--- src/rtl/irq_pkg.sv ---
// Shared definitions for the interrupt responder and its controller-side peers.
package irq_pkg;

    localparam int unsigned MS_W = 16;

    typedef enum logic [2:0] {
        ST_IDLE,
        ST_DISPATCH,
        ST_WAIT_DONE,
        ST_ACK,
        ST_HOLDOFF
    } state_t;

    function automatic int unsigned irq_id_w(input int unsigned n);
        return (n > 1) ? $clog2(n) : 1;
    endfunction

endpackage

--- src/rtl/irq_responder_if.sv ---
// Valid/ready + done handshake between the responder and the service FSM.
interface irq_responder_if #(
    parameter int unsigned ID_W = 1
);
    logic            svc_valid;
    logic [ID_W-1:0] svc_id;
    logic            svc_ready;
    logic            svc_done;

    modport master (output svc_valid, output svc_id, input svc_ready, input svc_done);
    modport slave  (input svc_valid, input svc_id, output svc_ready, output svc_done);
endinterface

--- src/rtl/ms_holdoff_timer.sv ---
// Millisecond countdown: load a ms value, pulse expired on the last cycle of ms*CLK_PER_MS.
module ms_holdoff_timer
    import irq_pkg::*;
#(
    parameter int unsigned CLK_PER_MS = 1
) (
    input  logic            clk,
    input  logic            rst,
    input  logic            load,
    input  logic [MS_W-1:0] ms,
    output logic            expired
);
    localparam int unsigned SUB_W = (CLK_PER_MS > 1) ? $clog2(CLK_PER_MS) : 1;
    localparam logic [SUB_W-1:0] SUB_MAX = SUB_W'(CLK_PER_MS - 1);

    logic [MS_W-1:0]  ms_cnt;
    logic [SUB_W-1:0] sub_cnt;

    assign expired = (ms_cnt == MS_W'(1)) && (sub_cnt == '0);

    // Final millisecond does not reload sub_cnt so both counters rest at 0.
    always_ff @(posedge clk) begin
        if (rst) begin
            ms_cnt  <= '0;
            sub_cnt <= '0;
        end else if (load) begin
            ms_cnt  <= ms;
            sub_cnt <= (ms == '0) ? '0 : SUB_MAX;
        end else if (ms_cnt != '0) begin
            if (sub_cnt == '0) begin
                ms_cnt <= ms_cnt - MS_W'(1);
                if (ms_cnt != MS_W'(1)) begin
                    sub_cnt <= SUB_MAX;
                end
            end else begin
                sub_cnt <= sub_cnt - SUB_W'(1);
            end
        end
    end

endmodule

--- src/rtl/irq_responder.sv ---
// Latches interrupt edges, dispatches the lowest pending index to the service FSM,
// acks the controller after done, then waits out a programmable holdoff.
module irq_responder
    import irq_pkg::*;
#(
    parameter int unsigned N_IRQ      = 2,
    parameter int unsigned CLK_PER_MS = 1
) (
    input  logic             mclk,
    input  logic             rst,
    input  logic [N_IRQ-1:0] irq,
    input  logic [MS_W-1:0]  holdoff_ms,
    irq_responder_if.master  svc,
    output logic [N_IRQ-1:0] irq_ack,
    output logic             busy,
    output logic [N_IRQ-1:0] overrun
);
    localparam int unsigned ID_W = irq_id_w(N_IRQ);

    state_t           state;
    logic [N_IRQ-1:0] irq_q;
    logic [N_IRQ-1:0] pending;
    logic [N_IRQ-1:0] rise;
    logic [N_IRQ-1:0] clr;
    logic [N_IRQ-1:0] id_onehot;
    logic [ID_W-1:0]  sel;
    logic             any_pending;
    logic             expired;

    assign rise      = irq & ~irq_q;
    assign id_onehot = N_IRQ'(1) << svc.svc_id;
    assign clr       = (state == ST_DISPATCH && svc.svc_valid && svc.svc_ready) ? id_onehot : '0;
    assign busy      = (state != ST_IDLE);

    always_comb begin
        sel         = '0;
        any_pending = 1'b0;
        for (int unsigned i = 0; i < N_IRQ; i++) begin
            if (pending[i] && !any_pending) begin
                sel         = ID_W'(i);
                any_pending = 1'b1;
            end
        end
    end

    // A rise on the clearing cycle re-arms the source without flagging overrun.
    always_ff @(posedge mclk) begin
        if (rst) begin
            irq_q   <= '0;
            pending <= '0;
            overrun <= '0;
        end else begin
            irq_q   <= irq;
            pending <= (pending & ~clr) | rise;
            overrun <= overrun | (rise & pending & ~clr);
        end
    end

    always_ff @(posedge mclk) begin
        if (rst) begin
            state         <= ST_IDLE;
            svc.svc_valid <= 1'b0;
            svc.svc_id    <= '0;
            irq_ack       <= '0;
        end else begin
            case (state)
                ST_IDLE: begin
                    if (any_pending) begin
                        svc.svc_id    <= sel;
                        svc.svc_valid <= 1'b1;
                        state         <= ST_DISPATCH;
                    end
                end
                ST_DISPATCH: begin
                    if (svc.svc_valid && svc.svc_ready) begin
                        svc.svc_valid <= 1'b0;
                        state         <= ST_WAIT_DONE;
                    end
                end
                ST_WAIT_DONE: begin
                    if (svc.svc_done) begin
                        irq_ack <= id_onehot;
                        state   <= ST_ACK;
                    end
                end
                ST_ACK: begin
                    irq_ack <= '0;
                    state   <= (holdoff_ms == '0) ? ST_IDLE : ST_HOLDOFF;
                end
                ST_HOLDOFF: begin
                    if (expired) begin
                        state <= ST_IDLE;
                    end
                end
                default: state <= ST_IDLE;
            endcase
        end
    end

    ms_holdoff_timer #(
        .CLK_PER_MS(CLK_PER_MS)
    ) u_holdoff (
        .clk    (mclk),
        .rst    (rst),
        .load   (state == ST_ACK),
        .ms     (holdoff_ms),
        .expired(expired)
    );

endmodule

--- src/flat_wrapper.sv ---
// flat-port wrapper written by rule: the top's interface ports become plain ports
module irq_responder_flat import irq_pkg::*;
#(
    parameter int unsigned N_IRQ      = 2,
    parameter int unsigned CLK_PER_MS = 1
)
  (mclk, rst, irq, holdoff_ms, irq_ack, busy, overrun, svc_svc_valid, svc_svc_id, svc_svc_ready, svc_svc_done);
  irq_responder_if #(.ID_W(1)) svc_i ();
  input  logic mclk;
  input  logic rst;
  input  logic [N_IRQ-1:0] irq;
  input  logic [MS_W-1:0] holdoff_ms;
  output logic [N_IRQ-1:0] irq_ack;
  output logic busy;
  output logic [N_IRQ-1:0] overrun;
  output wire logic [$bits(svc_i.svc_valid)-1:0] svc_svc_valid;
  output wire logic [$bits(svc_i.svc_id)-1:0] svc_svc_id;
  input wire logic [$bits(svc_i.svc_ready)-1:0] svc_svc_ready;
  input wire logic [$bits(svc_i.svc_done)-1:0] svc_svc_done;
  assign svc_svc_valid = svc_i.svc_valid;
  assign svc_svc_id = svc_i.svc_id;
  assign svc_i.svc_ready = svc_svc_ready;
  assign svc_i.svc_done = svc_svc_done;
  irq_responder #(.N_IRQ(N_IRQ), .CLK_PER_MS(CLK_PER_MS)) u_core (.mclk(mclk), .rst(rst), .irq(irq), .holdoff_ms(holdoff_ms), .svc(svc_i), .irq_ack(irq_ack), .busy(busy), .overrun(overrun));
endmodule
--- config.mk ---
export PLATFORM = sky130hd
export DESIGN_NAME = irq_responder_flat
export DESIGN_NICKNAME = d
export VERILOG_FILES = /design/src/rtl/irq_pkg.sv /design/src/rtl/irq_responder_if.sv /design/src/rtl/ms_holdoff_timer.sv /design/src/rtl/irq_responder.sv /design/src/flat_wrapper.sv
export SDC_FILE = /design/constraint.sdc
export NUM_CORES = 1
export LEC_CHECK = 0
export ABC_CLOCK_PERIOD_IN_PS = 3400
export CORE_UTILIZATION = 55
export CTS_CLUSTER_DIAMETER = 100
export DETAILED_ROUTE_END_ITERATION = 8
export PLACE_DENSITY = 0.86
export SYNTH_ARGS = -nofsm -noshare
export SYNTH_HDL_FRONTEND = slang
export SYNTH_SLANG_ARGS = --single-unit
--- constraint.sdc ---
create_clock -name mclk -period 3.4 [get_ports mclk]
set_clock_uncertainty 0.05 [all_clocks]
set_input_delay 0.34 -clock mclk [delete_from_list [all_inputs] [get_ports mclk]]
set_output_delay 0.34 -clock mclk [all_outputs]
set_load 0.05 [all_outputs]
Yosys cells after proc, flatten, opt, wreduce, memory -nomap -nowiden

Index checks and enable logic that the tools add are counted.

Register bits: 30
Bits in latches: 0
Memory bits (writable): 0
ROM bits: 0
Input bits: 22
Memories: 0

$add $sub $neg: 2
$mul: 0
Divide/modulo/power cells: 0
$lt $le $gt $ge: 0
Equality and inequality tests: 10
Shifts and indexed selects: 1
Mux-type cells: 19
Bitwise operators: 9
Reduce and logical (&&, ||, !) cells: 19

Operators with widths:

| kind                                                   | count |
|---|---|
| 2-to-1 mux 16 bit                                      | 3 |
| == test 16 x 1 -> 1 bit (second input constant)        | 1 |
| zero test 16 bit                                       | 1 |
| nonzero test 16 bit                                    | 1 |
| subtractor 16 x 1 -> 16 bit (second input constant)    | 1 |
| 2-to-1 mux 3 bit                                       | 5 |
| case mux 3 bit (5 select lines)                        | 1 |
| bitwise AND 2 bit                                      | 4 |
| == test 3 x 2 -> 1 bit (second input constant)         | 2 |
| 2-to-1 mux 1 bit                                       | 6 |
| inequality test 2 bit (second input constant)          | 3 |
| AND reduction 2 bit                                    | 3 |
| nonzero test 2 bit                                     | 3 |
| logical AND 1 bit                                      | 5 |
| 2-to-1 mux 2 bit                                       | 2 |
| inequality test 2 x 1 -> 1 bit (second input constant) | 2 |
| inverter 2 bit                                         | 2 |
| OR 2 bit                                               | 2 |
| case mux 2 bit (2 select lines)                        | 1 |
| AND reduction 4 bit                                    | 1 |
| == test 3 x 1 -> 1 bit (second input constant)         | 1 |
| == test 3 bit (second input constant)                  | 1 |
| zero test 3 bit                                        | 1 |
| AND reduction 3 bit                                    | 1 |
| other kinds (7)                                        | 7 |

Logic depth before layout (Yosys ltp)

Gate-level depths: netlist (run 1).

Depth after elaboration: 7
Gate-level depth with buffers: 7
Depth with buffers taken out: 6

Hierarchy

From an unflattened synthesis (run 1), not the netlist that was laid out.

Cell total of the unflattened synthesis: 195
Area, all modules: 1631.6 um^2

By module, submodules not included:

| module           | times used | cells an instance | area each (um^2) | seq. area each (um^2) |
|---|---|---|---|---|
| ms_holdoff_timer | 1          | 130               | 1022.2           | 320.3 |
| irq_responder    | 1          | 65                | 609.3            | 260.2 |

Worst setup path before layout (run 1)

Ideal clock, no wire load.

Path type: reg-to-reg
From: register u_core.u_holdoff.ms_cnt[0]
To: register u_core.u_holdoff.ms_cnt[14]
Setup time: 0.088 ns
Arrival time: 1.696 ns
Setup slack: 1.567 ns
Stages on the path, launching flop included: 8
Clock period less this slack: 1.833 ns
Cells stage by stage: dfxtp_1 -> inv_1 -> ha_1 -> nor3b_2 -> and4b_1 -> buf_4 -> a31o_2 -> nor4_2

Longest elaborated chain between the ends: 4
Elaborated cells between the ends (all ways): 7
Classes of those cells: add/sub (1); mux (3); reduce/logical (3)

RTL lines:

| element                     | RTL line               | text |
|---|---|---|
| start, declared             | ms_holdoff_timer.sv:16 | `logic [MS_W-1:0] ms_cnt;` |
| start signal, assigned      | ms_holdoff_timer.sv:27 | `ms_cnt <= ms;` |
| start signal, assigned      | ms_holdoff_timer.sv:31 | `ms_cnt <= ms_cnt - MS_W'(1);` |
| subtractor 16 x 1 -> 16 bit | ms_holdoff_timer.sv:31 |  |
| 2-to-1 mux 16 bit           | ms_holdoff_timer.sv:30 | `if (sub_cnt == '0) begin` |
| 2-to-1 mux 16 bit           | ms_holdoff_timer.sv:29 | `end else if (ms_cnt != '0) begin` |
| 2-to-1 mux 16 bit           | ms_holdoff_timer.sv:26 | `end else if (load) begin` |

Parallel ways exist; a longest one is shown, timed or not. The select of a mux whose other input is x is not followed.
A chain may end at the register's enable or synchronous reset.

Worst setup path after layout (run 1)

From: register u_core.state[2]
To: output busy

Longest elaborated chain between the ends: 1

RTL lines:

| element                | RTL line            | text |
|---|---|---|
| start, declared        | irq_responder.sv:20 | `state_t state;` |
| start signal, assigned | irq_responder.sv:88 | `state <= (holdoff_ms == '0) ? ST_IDLE : ST_HOLDOFF;` |
| nonzero test 3 bit     | irq_responder.sv:33 | `assign busy = (state != ST_IDLE);` |
| end, declared          | flat_wrapper.sv:14  | `output logic busy;` |

No other way between the ends.

==> results of run 1 <==
[worst paths after layout]
kind | from | endpoint | cells past startpoint
setup / recovery | u_core.state[2]$_SDFFE_PP0P_ | busy | 3
hold / removal | u_core.overrun[0]$_SDFF_PP0_ | u_core.overrun[0]$_SDFF_PP0_ | 2
setup reg to reg | u_core.u_holdoff.ms_cnt[0]$_SDFFE_PP0P_ | u_core.u_holdoff.ms_cnt[14]$_SDFFE_PP0P_ | 6
hold reg to reg | u_core.overrun[0]$_SDFF_PP0_ | u_core.overrun[0]$_SDFF_PP0_ | 2
[flip-flops by register name, summed over array words and instances, names as in the netlist]
signal                   count
u_core.svc.svc_valid         1
u_core.overrun               2
u_core.svc.svc_id            1
u_core.state                 3
u_core.irq_q                 2
u_core.irq_ack               2
u_core.u_holdoff.ms_cnt     16
u_core.pending               2
[cell usage after synthesis (4+ instances only)]
library cell / count / share of area
a311oi_1: 4 / 0.023
inv_1: 11 / 0.027
o21ai_0: 5 / 0.016
clkbuf_1: 7 / 0.017
nor2_1: 23 / 0.056
nor4_1: 6 / 0.024
a31oi_1: 5 / 0.020
nand4_1: 7 / 0.028
a211oi_1: 8 / 0.039
a21oi_1: 9 / 0.029
dfxtp_1: 29 / 0.37
nand3_1: 4 / 0.013
nor3_1: 7 / 0.023
nand2_1: 11 / 0.027
[metrics by stage]
step	utilization	std cells	setup slack (ns)	hold slack [ns]	power [mW]
2_1_floorplan	-	188	1.57	0.406	1.14
4_1_cts	0.756	245	1.07	0.432	1.70
5_1_grt	0.756	245	0.899	0.485	1.82
3_3_place_gp	0.716	237	1.47	0.398	1.30
6_report	0.756	245	1.06	0.425	1.72
3_5_place_dp	0.716	237	1.38	0.407	1.33
[per-layer routing]
layer  part of all wire  vias to the layer above  GRT usage  routed length (um)
li1                   -                      760          -                   -
met1               0.44                      743      0.409                1820
met2               0.46                       84      0.484                1910
met3              0.081                        7     0.0984                 332
met4              0.011                        0     0.0875                  46
met5                  0                        -          0                   0
[cell type report]
class,count,area (um2)
Fill cell,202,626
Clock buffer,5,37.5
Multi-Input combinational cell,137,885
Timing Repair Buffer,30,295
Clock inverter,3,65.1
Sequential cell,29,581
Inverter,11,41.3
Tap cell,30,37.5
[cells by family (layout without fill, tap and decap cells)]
kind of cell	after synthesis	in the layout	share of synthesized area
flip-flops	29	29	0.373
adder cells (fa/ha/maj)	2	2	0.0161
XOR/XNOR	2	2	0.0113
AO/OA/AOI/OAI	46	46	0.204
AND/OR/NAND/NOR	84	84	0.318
buffers and inverters	22	49	0.0579
multiplexers	3	3	0.0193
[power by group through the flow]
stage               clock, mW  combinational [mW]  sequential (mW)
finish                  0.362               0.786            0.570
global route            0.378               0.857            0.583
CTS                     0.364               0.774            0.564
detailed placement          0               0.760            0.572
global placement            0               0.737            0.563
floorplan                   0               0.593            0.551
[worst reg2reg max path: stages (launching register included)]
cell	delay, ns
dfxtp_1	0.38
inv_1	0.13
ha_1	0.23
nor3b_2	0.41
and4b_1	0.42
a211oi_1	0.13
nor4_2	0.27
==> results.toml, run 1 <==
[critical_path]
critical_path.cell_chain = "nor3_1, inv_1, clkdlybuf4s50_1"
worst_setup_path_end_kind = "output pin"
worst_path_largest_cell_delay_ns = 0.70
buf_inv_stages_crit_path = 2
ff2ff_setup_slack_ns = 1.30
cp.arrival_ns = 1.95
critical_path.top_delay_family = "buffers and inverters"
critPathMaxFanout = 11
criticalPathCategory = "reg -> out"
critical_path_required_ns = 3.01
cell_with_the_largest_stage_delay_on_the_worst_path = "clkdlybuf4s50_1"
setup.worst_path.start_class = "flop"

[place]
io_buffer_count = 28
gp_congestion = 0.964
placedInstanceArea_mm2 = 0.00184
dp.final_hpwl_mm = 2.93

[clock_tree]
cts_buffers = 5
cts_root_buf = "clkbuf_4"
cts_tree = "yes"
clk_buf_depth = 2
holdBufCountCts = 0
clkSinkCount = 29
htree_levels = 2
post-cts-setup-buffers = 0
worst_skew_pair.late_latency_ns = 0.34
worst_setup_hold_path_clk_slew_ns = 0.10
count_of_instances_resized_after_the_clock_tree_is_built = 0

[sta]
slew-limit-headroom = 0.529
final_period_util = 0.687
final-hold-violation-count = 0
tightestPinTransition_ns = 0.701
setup-violations-final = 0
slew_viol_final = 0
max_freq_mhz = 428
finalSetupTns_ns = 0
post-route-min-period_ns = 2.34
unrepaired_setup_endpoints_after_global_routing = "false"

[drt]
detail-route-antenna-nets = 0
dr_total_vias = 1594
post_drt_via_cell_ratio = 6.51
drt_first_pass_iters = 4
drc_errors = 0
wirelength_mm = 4.10
routedWlPerCell_um = 16.7
detail_route.iter0.violations = 73

[yosys]
asyncSetResetFlopFracSynth = 0
synthesized_instance_count = 188
ys_seq_elements = 29
mappedNetlistArea_mm2 = 0.00156
synth_seq_area_share = 0.373
synth.lib_cells_used.distinct = 45
ys.warnings.count = 0
synth_enable_flop_cells = 0
synth-main-ff-cell = "dfxtp_1"
synth_nets = 212
syn_area_per_cell_um2 = 8.27

[floorplan]
io_pins = 29
fp.dieW_um = 55.2
rows = 18
initial_core_util = 0.606
chipHeight_um = 55.2
core_area_mm2 = 0.00257
dieArea_mm2 = 0.00304

[finish]
finish.instance_area_mm2 = 0.00194
num_antenna_cells = 0
highest_count_cells_in_the_layout_ignoring_fill_and_taps = "29 x dfxtp_1, 28 x clkdlybuf4s50_1, 23 x nor2_1"
layout_commonest_cell = "dfxtp_1"
layout.nets = 238
areaGrowthSynthToFinish_pct = 24.9
layout-drive-gt1-share = 0.0791

[run]
max-cap-violations = 0

[global_routing]
global_routing_usage_summed_across_all_routing_layers = 0.310
grt_pass1_vias = 1372
overflow = 0
antenna_found_initial = 0
pin_count_of_the_biggest_net_entering_global_routing = 17
grt_pass1_wl_mm = 6.47

[power]
powerDensity_mw_per_mm2 = 885
pwr-share-comb = 0.457
clock_power_share = 0.211
sw_share = 0.417
leakage_dissipation_nw = 0.697
sw_pwr_uw = 717
peak_supply_drop_v = 0.000851
power_report.internal_total_mw = 1.00
power_frac_seq = 0.332

[outcome]
status = "finished, final reports clean"

[hold_path]
hp-class = "reg -> reg"
Power figures use the tool's default switching activity.
==> inputs of run 2 (changes only) <==
Settings changed: ABC_CLOCK_PERIOD_IN_PS 3400 to 2400, CORE_UTILIZATION 55 to 51, PLACE_DENSITY 0.86 to 0.8.
Clock period 3.4 ns to 2.4 ns, I/O delays scaled along.
==> run 2 against run 1 <==
- the flow now finishes with violations (design-rule violations)
- combinational power up 46%
- setup slack worse by 0.87 ns
- global-route usage fell by 5.7 points
- power up 39%
- count of clock-buffer cells in the layout grew 2
- first-iteration DRC count up 16%
- cell area is 0.32% higher
- critical path type unchanged
==> results.toml, run 2 (synthesized netlist as in run 1, its figures left out) <==
[drt]
post_drt_via_cell_ratio = 6.31
detail-route-antenna-nets = 0
dr_total_vias = 1570
wirelength_mm = 3.87
routedWlPerCell_um = 15.5
drt_first_pass_iters = 6
drc_errors = 4
detail_route.iter0.violations = 85

[finish]
num_antenna_cells = 0
postLayoutCoreUtil = 0.689
sequential_cell_area_um2 = 581
number_of_flip_flops_in_the_largest_register = 16
num-fill-cells = 235
layout_commonest_cell = "dfxtp_1"
layout-drive-gt1-share = 0.0872
highest_count_cells_in_the_layout_ignoring_fill_and_taps = "29 x dfxtp_1, 28 x clkdlybuf4s50_1, 23 x nor2_1"
areaGrowthSynthToFinish_pct = 25.3
largestRegisters = "u_core.u_holdoff.ms_cnt (16), u_core.state (3)"
layout.nets = 241
multiInputGateArea_um2 = 885
registers.top_by_ff_count = "u_core.u_holdoff.ms_cnt"

[sta]
setup-violations-final = 0
slew_viol_final = 0
unrepaired_setup_endpoints_after_global_routing = "false"
final-hold-violation-count = 0
final_period_util = 0.921
finalSetupTns_ns = 0
tightestPinTransition_ns = 0.601
max_freq_mhz = 452
slew-limit-headroom = 0.598
post-route-min-period_ns = 2.21

[floorplan]
io_pins = 29
chipHeight_um = 57.2
core_area_mm2 = 0.00283
fp.dieW_um = 57.2
initial_core_util = 0.550
rows = 19
dieArea_mm2 = 0.00327

[critical_path]
cell_with_the_largest_stage_delay_on_the_worst_path = "clkdlybuf4s50_1"
critical_path_required_ns = 2.11
critical_path.top_delay_family = "buffers and inverters"
criticalPathCategory = "reg -> out"
critical_path.cell_chain = "nor3_1, inv_1, clkdlybuf4s50_1"
cp.arrival_ns = 1.92
buf_inv_stages_crit_path = 2
critPathMaxFanout = 11
setup.worst_path.start_class = "flop"
worst_path_largest_cell_delay_ns = 0.70
worst_setup_path_end_kind = "output pin"

[global_routing]
grt_pass1_vias = 1393
overflow = 0
pin_count_of_the_biggest_net_entering_global_routing = 17
global_routing_usage_summed_across_all_routing_layers = 0.253
grt_pass1_wl_mm = 6.29
antenna_found_initial = 0

[clock_tree]
count_of_instances_resized_after_the_clock_tree_is_built = 0
post-cts-setup-buffers = 0
clk_buf_depth = 2
htree_levels = 2
holdBufCountCts = 0
clkSinkCount = 29
cts_tree = "yes"
worst_skew_pair.late_latency_ns = 0.34
cts_buffers = 5
worst_setup_hold_path_clk_slew_ns = 0.10
cts_root_buf = "clkbuf_4"

[power]
leakage_dissipation_nw = 0.701
peak_supply_drop_v = 0.000715
powerDensity_mw_per_mm2 = 1220
report.power.total_mw = 2.38

[place]
dp.final_hpwl_mm = 2.87
io_buffer_count = 28
gp_congestion = 0.916

[outcome]
status = "finished, violations left"
violations = "design-rule violations"

[hold_path]
hp-class = "reg -> reg"

[run]
max-cap-violations = 0
[run 2: layout make-up]
class / instances / area share
clock inverter: 1 / 0.0154
inverter: 11 / 0.0212
multi-input combinational: 137 / 0.454
clock buffer: 7 / 0.0283
sequential: 29 / 0.298
timing repair buffer: 33 / 0.163
tap: 31 / 0.0199
[run 2: worst register-to-register path: cells and delay by family (launching register included)]
kind | cells | cell delay [ns]
and+or+nand+nor | 2 | 0.80
DFF | 1 | 0.36
adders and majority gates | 1 | 0.21
buffers and inverters | 1 | 0.11
AOI/OAI and AO/OA | 2 | 0.36
[run 2: path summary, 6_finish.rpt]
kind,start,endpoint,slack [ns],cells after the start
worst min register to register,u_core.overrun[0]$_SDFF_PP0_,u_core.overrun[0]$_SDFF_PP0_,0.44,2
worst max register to register,u_core.u_holdoff.ms_cnt[0]$_SDFFE_PP0P_,u_core.u_holdoff.ms_cnt[3]$_SDFFE_PP0P_,0.34,6
worst max-delay path,u_core.state[2]$_SDFFE_PP0P_,busy,0.19,3
worst min-delay path,u_core.overrun[0]$_SDFF_PP0_,u_core.overrun[0]$_SDFF_PP0_,0.44,2
[run 2: per-stage QoR]
step                area [um2]  instances  setup slack [ns]  hold WS (ns)
global placement          1860        241             0.454         0.398
detailed placement        1860        241             0.407         0.427
finish                    1950        249             0.189         0.440
global route              1950        249            0.0550         0.464
floorplan                 1560        188             0.567         0.318
CTS                       1950        249             0.206         0.442
[run 2: routing by layer]
layer | part of all wire | GRT usage
met5 | 0 | 0
met3 | 0.072 | 0.0680
met4 | 0.011 | 0.122
met2 | 0.46 | 0.371
met1 | 0.46 | 0.345
[run 2: power breakdown]
part	switching (mW)	internal, mW	total [mW]
sequential	0.180	0.619	0.799
clock	0.180	0.249	0.428
combinational	0.632	0.522	1.15
